## config.mk

```make
export PLATFORM = sky130hd
export DESIGN_NAME = temp_sampler
export DESIGN_NICKNAME = d
export VERILOG_FILES = /design/src/rtl/temp_sampler.sv
export SDC_FILE = /design/constraint.sdc
export NUM_CORES = 1
export LEC_CHECK = 0
export ABC_CLOCK_PERIOD_IN_PS = 7300
export CAP_MARGIN = 15
export CORE_ASPECT_RATIO = 0.75
export CORE_UTILIZATION = 35
export DETAILED_ROUTE_END_ITERATION = 8
export PLACE_DENSITY = 0.68
export SYNTH_ARGS = -nofsm -noshare
export SYNTH_HDL_FRONTEND = slang
export SYNTH_SLANG_ARGS = --single-unit
```

## constraint.sdc

```tcl
create_clock -name CLK -period 7.3 [get_ports CLK]
set_input_delay 2.19 -clock CLK [delete_from_list [all_inputs] [get_ports CLK]]
set_output_delay 2.19 -clock CLK [all_outputs]
set_load 0.005 [all_outputs]
```

## src/rtl/temp_sampler.sv

```systemverilog
`default_nettype none
// ============================================================================
// Module      : temp_sampler
// Description : XADC DRP read sequencer and 2**AVG_LOG2-sample averager for
//               the on-board temperature channel. Publishes a 12-bit averaged
//               code plus a sticky ready level.
// Revision    : 1.0 - initial release
// ============================================================================
module temp_sampler #(
    parameter logic [6:0] CHANNEL_ADDR = 7'h13,
    parameter int         AVG_LOG2     = 2,
    parameter int         TIMEOUT      = 255
) (
    input  logic        CLK,
    input  logic        RST,
    input  logic        eoc,
    input  logic        drdy,
    input  logic [15:0] do_in,
    output logic        den,
    output logic        dwe,
    output logic [6:0]  daddr,
    output logic [11:0] digitalTemp,
    output logic        ready,
    output logic        timeout_err
);

    localparam int                 c_ACC_W      = 12 + AVG_LOG2;
    localparam int                 c_CNT_W      = AVG_LOG2 + 1;
    localparam logic [c_CNT_W-1:0] c_CNT_FULL   = c_CNT_W'(1 << AVG_LOG2);
    localparam logic [7:0]         c_TIMER_LAST = 8'(TIMEOUT - 1);

    localparam logic [1:0] c_ST_IDLE    = 2'd0;
    localparam logic [1:0] c_ST_WAIT    = 2'd1;
    localparam logic [1:0] c_ST_PUBLISH = 2'd2;

    logic [1:0]         r_state,       w_state_nxt;
    logic               r_den,         w_den_nxt;
    logic               r_timeout_err, w_timeout_err_nxt;
    logic [c_ACC_W-1:0] r_acc,         w_acc_nxt;
    logic [c_CNT_W-1:0] r_cnt,         w_cnt_nxt;
    logic [7:0]         r_timer,       w_timer_nxt;
    logic [11:0]        r_temp,        w_temp_nxt;
    logic               r_ready,       w_ready_nxt;

    logic [c_ACC_W-1:0] w_sample;
    logic [c_CNT_W-1:0] w_cnt_inc;
    logic               w_unused;

    // The conversion result is left-justified; the low nibble carries no data.
    assign w_sample  = c_ACC_W'(do_in[15:4]);
    assign w_cnt_inc = r_cnt + 1'b1;
    assign w_unused  = ^do_in[3:0];

    // Next-state and datapath decode; eoc outside IDLE is simply not looked at.
    always_comb begin
        w_state_nxt       = r_state;
        w_den_nxt         = 1'b0;
        w_timeout_err_nxt = 1'b0;
        w_acc_nxt         = r_acc;
        w_cnt_nxt         = r_cnt;
        w_timer_nxt       = r_timer;
        w_temp_nxt        = r_temp;
        w_ready_nxt       = r_ready;

        case (r_state)
            c_ST_IDLE: begin
                if (eoc) begin
                    w_den_nxt   = 1'b1;
                    w_timer_nxt = 8'd0;
                    w_state_nxt = c_ST_WAIT;
                end
            end
            c_ST_WAIT: begin
                w_timer_nxt = r_timer + 8'd1;
                if (drdy) begin
                    w_acc_nxt = r_acc + w_sample;
                    w_cnt_nxt = w_cnt_inc;
                    if (w_cnt_inc == c_CNT_FULL) begin
                        w_state_nxt = c_ST_PUBLISH;
                    end else begin
                        w_state_nxt = c_ST_IDLE;
                    end
                end else if (r_timer == c_TIMER_LAST) begin
                    // Lost read: drop the slot, keep the partial average intact.
                    w_timeout_err_nxt = 1'b1;
                    w_state_nxt       = c_ST_IDLE;
                end
            end
            c_ST_PUBLISH: begin
                // Divide by a power of two with plain truncation.
                w_temp_nxt  = r_acc[AVG_LOG2 +: 12];
                w_ready_nxt = 1'b1;
                w_acc_nxt   = '0;
                w_cnt_nxt   = '0;
                w_state_nxt = c_ST_IDLE;
            end
            default: begin
                w_state_nxt = c_ST_IDLE;
            end
        endcase
    end

    // State and output registers with synchronous reset.
    always_ff @(posedge CLK) begin
        if (RST) begin
            r_state       <= c_ST_IDLE;
            r_den         <= 1'b0;
            r_timeout_err <= 1'b0;
            r_acc         <= '0;
            r_cnt         <= '0;
            r_timer       <= 8'd0;
            r_temp        <= 12'd0;
            r_ready       <= 1'b0;
        end else begin
            r_state       <= w_state_nxt;
            r_den         <= w_den_nxt;
            r_timeout_err <= w_timeout_err_nxt;
            r_acc         <= w_acc_nxt;
            r_cnt         <= w_cnt_nxt;
            r_timer       <= w_timer_nxt;
            r_temp        <= w_temp_nxt;
            r_ready       <= w_ready_nxt;
        end
    end

    assign den         = r_den;
    assign dwe         = 1'b0;
    assign daddr       = CHANNEL_ADDR;
    assign digitalTemp = r_temp;
    assign ready       = r_ready;
    assign timeout_err = r_timeout_err;

endmodule
`default_nettype wire

```

==> flow_summary.yaml <==
run_status:
  status: "complete, no violations"
worst_hold_path:
  hp-class: "reg2reg"
timing:
  min_period_ns: 4.29
  drv_slew: 0
  fin_hold_ws_ns: 0.456
  relSlewSlack_pct: 38.0
  hold_viol_final: 0
  rsz0062_at_grt: "false"
  post-route-period-util_pct: 58.8
  worstMarginPinSlew_ns: 0.930
  tns_ns: 0
  setup_viol: 0
  fin_skew_ns: 0.00898
  timing.fmax_ghz: 0.233
synth:
  ys_seq_area_share_pct: 36.4
  synth.area.top_cells: "dfxtp_1 (36%), ha_1 (8.7%), nand2_1 (7.6%)"
  ys_seq_elements: 42
  synthFlopType: "dfxtp_1"
  synth_common_cells: "nand2_1 (47), dfxtp_1 (42), a21oi_1 (33)"
  synth_top_area_share_pct: 36.4
  avgSynthCellArea_um2: 7.86
  yosysMostFrequentCell: "nand2_1"
  syn-cell-area_um2: 2310
  async_flop_share_pct: 0
  yosys.area.top_type: "dfxtp_1"
  yosys_warnings: 0
  synthCells: 294
  synth-edff-count: 0
  ys_types: 43
global_route:
  antenna_found_initial: 0
  met3_usage_pct: 4.19
  grt_max_degree: 26
  first_global_vias: 1824
  track_usage_pct: 16.0
  grtUsageMet1_pct: 23.0
  grt_pass1_wl_mm: 8.57
  top_usage_layer: "met2"
  gr-usage-met2_pct: 23.7
  gr-total-overflow: 0
floorplan:
  start_util_pct: 36.4
  dieArea_um2: 6930
  dieWidth_um: 95.8
  io_pins: 43
  die_h_um: 72.4
  core_area_um2: 6350
  std_cell_rows: 25
clocking:
  clockBufferDepth: 2
  cts-htree-levels: 2
  cts_buffers: 5
  cts.reportedPaths.clkPinSlew_ns: 0.08
  cts_sinks: 42
  root_buffer: "clkbuf_8"
  post-cts-setup-buffers: 0
  cts_tree: "done"
  cts_resized: 0
  cts_hold_buf: 0
  insertion_delay_ns: 0.29
setup_path:
  path_max_fanout: 4
  cp.required_ns: 7.48
  critPathCaptureType: "flop"
  cp-start-kind: "primary input"
  r2r_setup_slack_ns: 5.04
  worst_ep_arrival_time_ns: 4.47
  criticalPathCategory: "in2reg"
drt:
  drtIter0Drc: 105
  drc: 0
  drt-wirelength-per-cell_um: 12.8
  ant_nets: 0
  vias: 2039
  vias_per_cell: 5.12
  drtPass1Iterations: 4
  finalWirelength_mm: 5.08
layout:
  synthToLayoutAreaGrowth_pct: 17.8
  antenna_cells: 0
  nNetsFinal: 353
  drive_above_1_share_pct: 5.68
  final_area_um2: 2720
power_and_ir_drop:
  vdd_ir_drop_max_uv: 73.4
  power.leakage_nw: 1.02
  power_density_nw_per_um2: 168
placement:
  port_buffers: 30
  gp_congestion: 0.858
  dpl.hpwl_mm: 3.62
  placed_cell_area_um2: 2630
flow_run:
  cap_violations: 0
[report_power, final]
part / leakage (nW) / switching [W] / internal (W)
sequential: 0.340 / 0.00000489 / 0.000234
combinational: 0.637 / 0.0000340 / 0.0000265
clock: 0.0472 / 0.0000819 / 0.0000761
total: 1.02 / 0.000121 / 0.000337
[registers in the layout (all words and copies together), names as in the netlist]
name         cells
r_cnt            3
digitalTemp     12
ready            1
r_timer          8
timeout_err      1
den              1
r_acc           14
r_state          2
[cells in the final DEF, fill, tap and decap left out, drive strengths merged, types with 3 or more instances in the layout]
master         count
or3                5
a21oi             33
a311oi             3
clkdlybuf4s50     30
ha                16
dfxtp             42
a31oi              5
a22oi              3
o211ai             5
mux2i              3
conb               8
clkbuf             6
mux2               3
nand2b             4
and2               3
nand3             15
nor2              26
o21ai             12
nor3              10
inv                7
nand3b             4
nand2             47
[per-layer routing]
metal / part of all wire [%] / vias up / wire [um]
met4: 0.57 / 0 / 29
met3: 5.0 / 4 / 256
met2: 44 / 41 / 2210
met5: 0 / - / 0
met1: 51 / 928 / 2580
li1: - / 1066 / -
[critical path: stages]
cell and delay, ns:
clkdlybuf4s50_1 0.47, ha_1 0.16, inv_1 0.05, fa_1 0.37, nand2b_1 0.22, a211oi_2 0.27
o211ai_1 0.19, o21ai_1 0.20, mux2_2 0.34
[final cells by class]
type	instances	area, um2
Tap cell	81	101
Timing Repair Buffer	32	315
Multi-Input combinational cell	228	1340
Clock inverter	2	12.5
Sequential cell	42	841
Clock buffer	6	82.6
Inverter	7	26.3
Fill cell	638	3630
[through the flow]
step	std cells	power (W)	util, %	setup WS (ns)
after global routing	398	0.000482	42.9	2.91
after global placement	390	0.000303	41.4	2.73
after floorplan	300	0.000289	-	3.40
after detailed placement	390	0.000305	41.4	2.72
after CTS	398	0.000463	42.9	3.00
final	398	0.000457	42.9	3.01
[path summary, 6_finish.rpt]
kind             startpoint        endpoint  cells past startpoint
max reg2reg        r_acc[0]       r_acc[12]                      8
min reg2reg  digitalTemp[4]  digitalTemp[4]                      2
min          digitalTemp[4]  digitalTemp[4]                      2
max                do_in[4]       r_acc[12]                      9
[cells by family after synthesis]
kind of cell | synth area share [%]
other | 0.325
flip-flops | 36.4
AO/OA/AOI/OAI | 18.8
XOR/XNOR | 0.379
multiplexers | 2.76
adder cells (fa/ha/maj) | 9.53
buffers and inverters | 6.50
AND/OR/NAND/NOR | 25.3
No activity file was read; power rests on OpenSTA's default activity.
==> variant (same flow settings) <==
The parameter `AVG_LOG2` goes from 2 to 1. Comments in the files are not updated.
--- a/src/rtl/temp_sampler.sv
+++ b/src/rtl/temp_sampler.sv
@@ -8,7 +8,7 @@
 // ============================================================================
 module temp_sampler #(
     parameter logic [6:0] CHANNEL_ADDR = 7'h13,
-    parameter int         AVG_LOG2     = 2,
+    parameter int         AVG_LOG2     = 1,
     parameter int         TIMEOUT      = 255
 ) (
     input  logic        CLK,
Function: changed (a bounded check fails within 10 cycles, from zero or initial values and one cycle with RST high).
==> variant against the original RTL <==
  * Sequential cell count fell by 2
  * Setup slack lost 120 ps
  * Register-to-register slack got worse by 150 ps
  * Sequential power is 4% lower
  * Final area down 5.0%
  * Synthesized cell count fell by 10%
  * Power up 7.2%
  * Wire length fell by 12%
  * Synthesized area decreased by 7.7%
  * Via count decreased by 10%
  * Core utilization increased by 1.3 points
  * Critical path depth unchanged
  * Critical endpoint unchanged
  * Highest routed layer unchanged
==> variant: results (changes against the original RTL) <==
* Vias post-DR at 1,832 (was 2,039)
* Dpl cell area at 2460 sq um (was 2630 sq um)
* Reg2reg end: r_acc[12] (unchanged)
* Global-route wire length before repair at 7390 microns (was 8570 microns)
* Clk slew on worst S/H paths at approximately 70 ps
* Hold EP: digitalTemp[8] (was digitalTemp[4])
* Min-delay src: digitalTemp[8] (was digitalTemp[4])
* Ranking of synthesized cells by area: dfxtp_1, ha_1, nand2_1 (unchanged)
* Fraction of layout cells with a size suffix above 1 at 5.82% (was 5.68%)
* WL final at 4460 microns (was 5080 microns)
* DP Worst Slack at 2570 ps (was 2720 ps)
* FF-to-FF path depth at 8 (unchanged)
* Final Hold Fails at 0 (unchanged)
* Cell Count, Final, Fillers Out at 370 (was 398)
* ANT cells at 0 (unchanged)
* Top_reg_cell synth: dfxtp_1 (unchanged)
* Nets at 327 (was 353)
* Lkg Pwr at 0.974 nW (was 1.02 nW)
* Distinct cell type count after synthesis at 52 (was 43)
* Gr usage total at 14.5% (was 16.0%)
* Post-CTS setup buffer count at 0 (unchanged)
* Fill cells at 597 (was 638)
* Status: finished, final reports clean (unchanged)
* Largest register FFs at 13 (was 14)
* First-pass DRT Iterations at 4 (unchanged)
* Final setup TNS at 0 ps (unchanged)
* Clock Latency Late Sink at 300 ps
* Vias in the first global route at 1,646 (was 1,824)
* CP max stage delay at roughly 460 ps
* Multi-input gate area at 1210 sq um (was 1340 sq um)
* H-tree levels at 2 (unchanged)
* CTS buffer count at 5 (unchanged)
* Hpwl dp at 3250 microns (was 3620 microns)
* Initial antenna violation count at 0 (unchanged)
* Peak supply drop at 78.5 uV (was 73.4 uV)
* CTS max path bufs at 2 (unchanged)
* Critical Path Slowest Stage Cell: clkdlybuf4s50_1 (unchanged)
* Asr flop ratio synth at 0% (unchanged)
* Hold WC Path Type: reg2reg (unchanged)
* Synthesized area per cell at 8.08 sq um (was 7.86 sq um)
* Sequential area share after synthesis at 37.6% (was 36.4%)
* RR Startpoint: r_acc[0] (unchanged)
* Hold Slack at 456 ps (about the same)
* 1st-iter DRT viols at 118 (was 105)
* Setup slack, reg-to-reg at 4890 ps (was 5040 ps)
* GP Congestion at 0.897 (was 0.858)
* CTS root buf: clkbuf_8 (unchanged)
* Largest net degree at the start of global routing at 35 (was 26)
* Relative slew slack at 54.4% (was 38.0%)
* Critical path arrival at 4600 ps (was 4470 ps)
* Final Skew at 7.34 ps (was 8.98 ps)
* Syn. warnings at 0 (unchanged)
* Synth cell count leaders: nand2_1, dfxtp_1, a21oi_1 (unchanged)
* Top reg by flops: r_acc (unchanged)
* Crit path max fanout at 3 (was 4)
* Hold Crit Depth at 2 (unchanged)
* Placed cell count at 362 (was 390)
* # port buffers at 30 (unchanged)
==> variant: cells by family (layout without fill, tap and decap cells) <==
family	Yosys count	count (layout)	synth area share [%]
xor+xnor	8	8	3.29
flops	40	40	37.6
fa+ha+maj	16	16	9.74
mux	1	1	0.528
other cells	2	8	0.352
buf+inv	26	48	6.51
simple gates	104	104	23.2
compound gates	67	67	18.8
==> variant: area by class of cell <==
class / instances / area share [%]
clock buffers: 7 / 3.73
inverters: 8 / 1.16
well taps: 78 / 3.78
repair buffers: 32 / 12.2
flip-flops and latches: 40 / 31.0
clock inverters: 1 / 1.16
multi-input cells: 204 / 47.0
==> variant: worst max-delay path: cells and delay by family <==
| kind | cells | cell delay, ps |
|---|---|---|
| buffers and inverters | 2 | 530 |
| AND/OR/NAND/NOR | 2 | 530 |
| adder cells (fa/ha/maj) | 2 | 590 |
| AO/OA/AOI/OAI | 3 | 760 |
==> variant: how the worst max path moves through the flow <==
stage / startpoint / end / slack (ps) / cells past startpoint
2_1_floorplan: do_in[4] / r_acc[12] / 3300 / 8
3_3_place_gp: do_in[4] / r_acc[12] / 2560 / 9
3_5_place_dp: do_in[4] / r_acc[12] / 2570 / 9
4_1_cts: do_in[4] / r_acc[12] / 2870 / 9
5_1_grt: do_in[4] / r_acc[12] / 2640 / 9
6_report: do_in[4] / r_acc[12] / 2880 / 9
==> variant: routing by layer <==
metal,track usage (%),wire [microns],vias to the layer above
met3,3.18,251,7
li1,-,-,967
met4,6.25,57,0
met1,20.2,2270,801
met2,21.3,1880,57
met5,0,0,-
==> variant: power breakdown <==
group | switching [W] | internal [W] | total, W
clock | 0.0000789 | 0.000121 | 0.000200
combinational | 0.0000330 | 0.0000280 | 0.0000610
sequential | 0.00000613 | 0.000224 | 0.000230
